File: config.mk
export PLATFORM = sky130hd
export DESIGN_NAME = eu_issue_scheduler
export DESIGN_NICKNAME = d
export VERILOG_FILES = /design/src/rtl/eu_issue_scheduler.sv
export SDC_FILE = /design/constraint.sdc
export NUM_CORES = 1
export LEC_CHECK = 0
export CORE_MARGIN = 2
export CORE_UTILIZATION = 53
export DETAILED_ROUTE_END_ITERATION = 6
export PLACE_DENSITY = 0.9
export SYNTH_ARGS = -nofsm -noshare
export SYNTH_HDL_FRONTEND = slang
export SYNTH_SLANG_ARGS = --single-unit
File: constraint.sdc
create_clock -name clk -period 3.7 [get_ports clk]
set_input_delay 0.555 -clock clk [delete_from_list [all_inputs] [get_ports clk]]
set_output_delay 0.555 -clock clk [all_outputs]
set_load 0.03 [all_outputs]
File: src/rtl/eu_issue_scheduler.sv
// Issue scheduler in front of eu_reg_alu: FIFO of decoded words, RAW/WAW hazard stall, retire pulse.
// Define EU_SCHED_PERF_CNT_EN to build the cycle/retire/stall counters; otherwise they read as zero.
module eu_issue_scheduler #(
  parameter int DEPTH   = 4,
  parameter int LATENCY = 2
) (
  input  logic                   clk,
  input  logic                   reset,
  input  logic [31:0]            in_instr,
  input  logic                   in_valid,
  output logic                   in_ready,
  input  logic                   flush,
  output logic [31:0]            eu_instr,
  output logic                   eu_valid,
  output logic                   retire,
  output logic [$clog2(DEPTH):0] q_count,
  output logic [15:0]            cycle_cnt,
  output logic [15:0]            retire_cnt,
  output logic [15:0]            stall_cnt
);
  localparam int AW = $clog2(DEPTH);

  typedef struct packed {
    logic       valid;
    logic [2:0] dest;
    logic       w;
  } sb_entry_t;

  logic [31:0]   mem_q [DEPTH];
  logic [AW-1:0] rd_ptr_q, rd_ptr_d, wr_ptr_q, wr_ptr_d;
  logic [AW:0]   count_q, count_d;
  sb_entry_t     sb_q [LATENCY];
  sb_entry_t     sb_d [LATENCY];
  logic [31:0]   eu_instr_q, eu_instr_d;
  logic          eu_valid_q;

  logic [31:0] head;
  logic        head_mov, head_w, not_empty, hazard, push, issue;
  logic [2:0]  head_dest;

  // Byte/word aliasing: only two word registers compare all three index bits.
  function automatic logic reg_match(input logic [2:0] a, input logic aw,
                                     input logic [2:0] b, input logic bw);
    if (aw && bw) return a == b;
    return a[1:0] == b[1:0];
  endfunction

  // in_valid/in_ready: a word transfers on a rising edge where both are high and flush is low;
  // in_ready depends on queue state only. eu_valid is a one-cycle pulse with no back-pressure.
  assign in_ready  = count_q < (AW+1)'(DEPTH);
  assign not_empty = count_q != '0;
  assign push      = in_valid && in_ready && !flush;
  assign issue     = not_empty && !hazard && !flush;

  always_comb begin
    head      = mem_q[rd_ptr_q];
    head_mov  = head[31];
    head_w    = head_mov ? head[24] : head[8];
    head_dest = head_mov ? head[18:16] : (head[9] ? head[5:3] : head[2:0]);
  end

  always_comb begin
    hazard = 1'b0;
    for (int k = 0; k < LATENCY; k++) begin
      if (sb_q[k].valid) begin
        if (head_mov) begin
          hazard = hazard | reg_match(sb_q[k].dest, sb_q[k].w, head_dest, head_w);
        end else begin
          hazard = hazard | reg_match(sb_q[k].dest, sb_q[k].w, head[5:3], head_w)
                          | reg_match(sb_q[k].dest, sb_q[k].w, head[2:0], head_w);
        end
      end
    end
  end

  always_comb begin
    rd_ptr_d   = rd_ptr_q;
    wr_ptr_d   = wr_ptr_q;
    count_d    = count_q;
    eu_instr_d = issue ? head : eu_instr_q;
    if (flush) begin
      rd_ptr_d = '0;
      wr_ptr_d = '0;
      count_d  = '0;
    end else begin
      if (push)  wr_ptr_d = wr_ptr_q + AW'(1);
      if (issue) rd_ptr_d = rd_ptr_q + AW'(1);
      case ({push, issue})
        2'b10:   count_d = count_q + (AW+1)'(1);
        2'b01:   count_d = count_q - (AW+1)'(1);
        default: count_d = count_q;
      endcase
    end
  end

  // Scoreboard shifts every cycle; flush leaves in-flight entries to retire normally.
  always_comb begin
    sb_d[0] = issue ? '{valid: 1'b1, dest: head_dest, w: head_w} : '0;
    for (int k = 1; k < LATENCY; k++) sb_d[k] = sb_q[k-1];
  end

  always_ff @(posedge clk or negedge reset) begin
    if (!reset) begin
      rd_ptr_q   <= '0;
      wr_ptr_q   <= '0;
      count_q    <= '0;
      eu_instr_q <= '0;
      eu_valid_q <= 1'b0;
      for (int k = 0; k < LATENCY; k++) sb_q[k] <= '0;
    end else begin
      rd_ptr_q   <= rd_ptr_d;
      wr_ptr_q   <= wr_ptr_d;
      count_q    <= count_d;
      eu_instr_q <= eu_instr_d;
      eu_valid_q <= issue;
      for (int k = 0; k < LATENCY; k++) sb_q[k] <= sb_d[k];
    end
  end

  always_ff @(posedge clk) begin
    if (push) mem_q[wr_ptr_q] <= in_instr;
  end

  assign eu_instr = eu_instr_q;
  assign eu_valid = eu_valid_q;
  assign retire   = sb_q[LATENCY-1].valid;
  assign q_count  = count_q;

`ifdef EU_SCHED_PERF_CNT_EN
  logic        stall;
  logic [15:0] cycle_cnt_q, retire_cnt_q, stall_cnt_q;

  assign stall = not_empty && hazard;

  always_ff @(posedge clk or negedge reset) begin
    if (!reset) begin
      cycle_cnt_q  <= '0;
      retire_cnt_q <= '0;
      stall_cnt_q  <= '0;
    end else begin
      cycle_cnt_q <= cycle_cnt_q + 16'd1;
      if (retire) retire_cnt_q <= retire_cnt_q + 16'd1;
      if (stall)  stall_cnt_q  <= stall_cnt_q + 16'd1;
    end
  end

  assign cycle_cnt  = cycle_cnt_q;
  assign retire_cnt = retire_cnt_q;
  assign stall_cnt  = stall_cnt_q;
`else
  assign cycle_cnt  = 16'h0000;
  assign retire_cnt = 16'h0000;
  assign stall_cnt  = 16'h0000;
`endif

endmodule

# Yosys cells after proc, flatten, opt, wreduce, memory -nomap -nowiden
# Memory sizes are Yosys's and may differ from the RTL's.
# Cells that the tools add are included.
[totals]
latch_bits = 0
regBits = 50
elab_cells = 95
romBits = 0
n_memories = 1
ramBits = 128
[op_classes]
n_eq_ne = 14
mul = 0
shifts = 0
n_addsub = 4
n_reduce_logical = 12
mux = 48
order_cmp = 1
n_div = 0
n_bitwise = 4
[memory_table]
columns = ["name", "words", "word_bits", "rd", "rd_clocked_by_memory_dff", "write_ports", "line", "text"]
rows = [
  ["mem_q", 4, 32, 1, 0, 1, "29", "logic [31:0] mem_q [DEPTH];"],
]
[op_table]
columns = ["operator", "count"]
rows = [
  ["$mux W1", 39],
  ["$eq A3 B3 Y1", 6],
  ["$eq A2 B2 Y1", 6],
  ["$mux W3", 3],
  ["$mux W2", 4],
  ["$logic_and A1 B1 Y1", 6],
  ["$pmux W3 S2", 1],
  ["$reduce_bool A3 Y1", 2],
  ["$mux W5", 1],
  ["$add A2 B1 Y2 const B", 2],
  ["$or A1 B1 Y1", 4],
  ["$reduce_bool A2 Y1", 2],
  ["$add A3 B1 Y3 const B", 1],
  ["$lt A3 B3 Y1 const B", 1],
  ["$sub A3 B1 Y3 const B", 1],
  ["$eq A2 B1 Y1 const B", 1],
  ["$eq A2 B2 Y1 const B", 1],
  ["$logic_not A1 Y1", 2],
]

# Depth between registers and ports, before layout
# An unclocked memory read counts as a cell.
[depth]
ltp_word = 22
depth_mapped = 17
depth_no_buf = 12

# Worst setup path after synthesis
# OpenSTA, ideal clock, no wires.
[synth_path]
path_kind = "register to register"
start = "reg rd_ptr_q[0]"
end = "reg count_q[2] (netlist: q_count[2])"
path_buffers = 5
slack_ps = 237
arrival_ps = 3385
stages_incl_launch_ff = 17
period_less_slack_ps = 3463
t_required_ps = 3622
path_cell_list = "dfrtp_1 buf_6 mux4_2 buf_2 mux2i_1 and4b_1 o32a_1 and3_1 buf_6 nand2b_4 buf_6 buf_8 nor2_1 fa_1 nor3_1 mux2i_1 a21oi_1"
[synth_via]
elab_chain_cells = 22
[synth_rtl]
columns = ["item", "line", "text"]
rows = [
  ["start: declaration", "30", "logic [AW-1:0] rd_ptr_q, rd_ptr_d, wr_ptr_q, wr_ptr_d;"],
  ["start signal: assignment", "111", "rd_ptr_q <= rd_ptr_d;"],
  ["$mem_v2 Z4 W32 (*)", "-", ""],
  ["$mux W1", "58", "head_w = head_mov ? head[24] : head[8];"],
  ["$logic_and A1 B1 Y1", "44", "if (aw && bw) return a == b;"],
  ["$mux W1", "44", ""],
  ["$mux W1", "66", "if (head_mov) begin"],
  ["$mux W1", "65", "if (sb_q[k].valid) begin"],
  ["$mux W1", "45", "return a[1:0] == b[1:0];"],
  ["$mux W1", "66", ""],
  ["[5 not listed]", "-", ""],
  ["$or A1 B1 Y1", "70", "| reg_match(sb_q[k].dest, sb_q[k].w, head[2:0], head_w);"],
  ["$mux W1", "66", ""],
  ["$mux W1 (*)", "65", ""],
  ["$logic_not A1 Y1 (*)", "53", "assign issue = not_empty && !hazard && !flush;"],
  ["$logic_and A1 B1 Y1 (*) (2 in series)", "53", ""],
  ["$eq A2 B1 Y1 / $eq A2 B2 Y1 (equally long branches)", "88", "case ({push, issue})"],
  ["$pmux W3 S2", "88", ""],
  ["$mux W3", "81", "if (flush) begin"],
  ["end signal: assignment", "113", "count_q <= count_d;"],
  ["end: declaration", "31", "logic [AW:0] count_q, count_d;"],
]
# Every way passes the cells marked *; elsewhere a longest branch is shown, timed or not. The select of a mux whose other input is x is not followed.
# A chain may end at the register's enable or synchronous reset.

# Worst setup path in the final report
# Ends and elaborated chain as after synthesis.

==> run summary <==
Minimum setup slack among reg-to-reg paths: 250 ps. The slew of the pin with the lowest slew margin was 914 ps; the maximum achievable frequency was 0.290 GHz. Dividing the detail-routed wire length by the instance count gives 20.9 um. The final hold violation count was 0. The uppermost metal layer occupied by signal nets was met4.

Startpoint of the worst register-to-register path: rd_ptr_q[0]. The final-layout fill cell count is 890. Setup repair after global routing left no endpoint under its margin.

On the worst path, the slowest cell contributes a delay of 650 ps. The class of the most critical setup path is reg -> reg. The logs give 0.201 for the total routing resource utilization after global routing and 0 for the count of maximum capacitance violations.

The worst hold path belongs to the class in -> async. The area growth from synthesis to layout was 18.4%; the count of non-filler cells in the finished layout was 676. Data on the critical path is required at its endpoint by 4030 ps.

On the final layout, the worst clock skew is 13.7 ps. After floorplanning, the core was sized to cover 13700 um2. The final antenna-violating net count came out at 0. The critical path goes through mux4_2 -> mux2i_1 -> and4b_1 -> o32a_1 -> and3_1 -> nand2b_4 -> nor2_1 -> fa_1 -> nor3_1 -> mux2i_1 -> a21oi_1. Among all stages on the critical path, the largest delay is contributed by mux4_2.

The number of vias after detailed routing is 3744. Via count of the first global-routing pass: 3804. The number of sinks handled by clock tree synthesis was 177; the CTS clock-pin slew for the worst setup and hold paths was 70 ps.

The total power per unit cell area is 815 nW/um2, and the sum of met3 wire segment lengths after detailed routing is 1330 um. The final standard cell area without fillers was 8710 um2; the DRC violations left was 2. The smallest hold slack came out at 256 ps. After routing, the total negative slack on setup checks comes to 0 ps. In the synthesized netlist the dominant register cell turns out to be edfxtp_1.

Detailed-router iteration count before antenna repair: 7. The total setup violations reported at the end of the flow is 0. Counting flops with a built-in enable in the synthesized netlist gives 128. Data arrives at the worst endpoint at 3780 ps. The fraction of registers with async set/reset works out to 0.277. Critical path startpoint category: a flip-flop.

In this run, distinct cell masters in the synthesized netlist total 46. The leakage power was 3.18 nW. The die covers 14800 um2. Clock latency on the worst-skew pair, taken at its later pin, is 430 ps.

The worst setup path is captured at a flip-flop. CTS built an H-tree with a depth of 4. The die is 122 um tall. Once placement finished, the instance area stood at 8060 um2.

The area share of the leading cell type in the synthesized netlist is 0.523. For the cell count after placement, the log shows 644. Counting instances in the post-synthesis netlist gives the leading cell types as 128 x edfxtp_1, 50 x buf_4, 49 x dfrtp_1.

The count of buffers inserted at the top-level ports came out at 73. The total power draw came out at 7.10 mW. The number of pins exceeding their max-slew limit in the final report is 0, and the number of flip-flops and latches in the synthesized netlist is 177.

The mean instance size in the synthesized netlist is 18.4 um2, and the net count reported at finish is 524. Measured along the x axis, the die boundary spans 122 um. No sink is reached through more buffers than the 2 on the longest clock path. The worst-case IR drop observed on VDD is 405 uV. The mapped cell area came out at 7350 um2.

Dividing the detail-routed via count by the number of cells gives 5.54. The initial core utilization was 0.536; the leftover overflow at the end of global routing was 0. The proportion of layout cells with a drive suffix above 1 came out at 0.236. The run finished, with violations left.

Buffers inserted during clock tree synthesis total 17. The number of antenna diodes in the final layout is 0. The final clock period utilization by the worst path was 0.932; the total wire length was 14100 um. For the largest net degree at the start of global routing, the log shows 36. Worst setup path startpoint: rd_ptr_q[0]. The first global-routing pass estimated 21500 um of wire. The setup fix buffers added after clock tree synthesis was 0. The biggest area contributor in the post-synthesis netlist is edfxtp_1.

The logs give 0.941 for the last weighted congestion value of the routability-driven placer and 122 for the count of pins on the block boundary. The checks that failed: DRC. The run gives 8540 um as the half-perimeter wire length of the detailed placement result.

The run gives 0.390 as the tightest slew margin relative to the limit. Counting stages on the worst path, the most repeated cell is mux2i_1. For this block, the initial DRC count from the detailed router was 274. For this block, wires on met1 add up to 5520 um. The tree is rooted in a clkbuf_16.

The clock period could shrink to 3450 ps. The run gives 43 as the cell row count. TritonCTS built the clock tree.

The routed design uses 6960 um of met2 wire. Along the worst path, the maximum fanout reaches 9. Among all cell types in the netlist, the one instantiated most often is edfxtp_1. The Yosys step of the flow raised 0 warnings. By area the synthesized netlist is led by edfxtp_1 52%, dfrtp_1 17%, mux4_2 9.8%.

The sequential-to-total area share from yosys stat was 0.689; the initial antenna violation count was 0. The synthesized instance count was 400.
==> what timing repair did <==
action / in CTS / in global routing
setup endpoints to repair: 0 / 2
gates resized for setup: 0 / 3
hold buffers: 0 / 0
==> cell usage in the layout, fill, tap and decap left out, drive strengths merged, types with 4 or more instances in the layout <==
master,Yosys,routed
a21oi,6,6
and2,4,4
buf,57,8
bufinv,0,4
clkbuf,6,20
clkdlybuf4s50,0,72
clkinvlp,0,4
conb,1,48
dfrtp,49,49
edfxtp,128,128
ha,4,4
inv,5,6
mux2,33,33
mux2i,5,5
mux4,32,32
nand2,5,5
nor2,13,13
nor3,4,4
xnor2,12,12
xor2,5,5
==> power by group <==
part	switching (mW)	total [mW]	internal (mW)	leakage, nW
registers	0.245	2.73	2.49	1.76
logic	1.30	2.45	1.16	1.11
clock network	0.743	1.91	1.17	0.299
==> metrics by stage <==
step	utilization	setup slack, ps
floorplan	-	237
global placement	0.588	348
detailed placement	0.588	206
CTS	0.634	178
global route	0.635	13.8
finish	0.635	253
==> state kept, by name, summed over array words and instances, names as in the netlist <==
signal / count
retire: 1
sb_d: 4
rd_ptr_q: 2
eu_valid: 1
q_count: 3
sb_q: 4
mem_q: 128
eu_instr: 32
wr_ptr_q: 2
==> cells by family after synthesis <==
| kind of cell | share of synthesized area |
|---|---|
| flip-flops | 0.689 |
| XOR/XNOR | 0.0202 |
| multiplexers | 0.164 |
| buffers and inverters | 0.0674 |
| AO/OA/AOI/OAI | 0.0180 |
| adder cells (fa/ha/maj) | 0.00953 |
| other | 0.000510 |
| AND/OR/NAND/NOR | 0.0308 |
==> final timing paths <==
check	endpoint	cells after the start
worst max-delay path	q_count[2]	11
worst min-delay path	eu_instr[13]	1
worst max register to register	q_count[2]	11
worst min register to register	sb_q[0]	0
max in group asynchronous	sb_d[1]	2
min in group clk	sb_q[0]	0
==> routing by layer <==
layer,track usage,up-vias
met1,0.266,1898
met2,0.318,226
li1,-,1592
met3,0.0651,28
met5,0,-
met4,0.0675,0
==> worst max-delay path, delay by kind of cell, from the launching register on <==
kind,cells,cell delay (ps)
mux,3,1060
simple gates,5,810
compound gates,2,540
flops,1,530
fa+ha+maj,1,420
==> cell type report <==
| type | instances | area, um2 | area share |
|---|---|---|---|
| Clock inverter | 12 | 181 | 0.0208 |
| Timing Repair Buffer | 80 | 782 | 0.0898 |
| Clock buffer | 20 | 457 | 0.0524 |
| Tap cell | 180 | 225 | 0.0259 |
| Inverter | 5 | 18.8 | 0.00215 |
| Sequential cell | 177 | 5070 | 0.583 |
| Multi-Input combinational cell | 202 | 1970 | 0.226 |
Note: power is estimated with default switching activity, not from simulation.
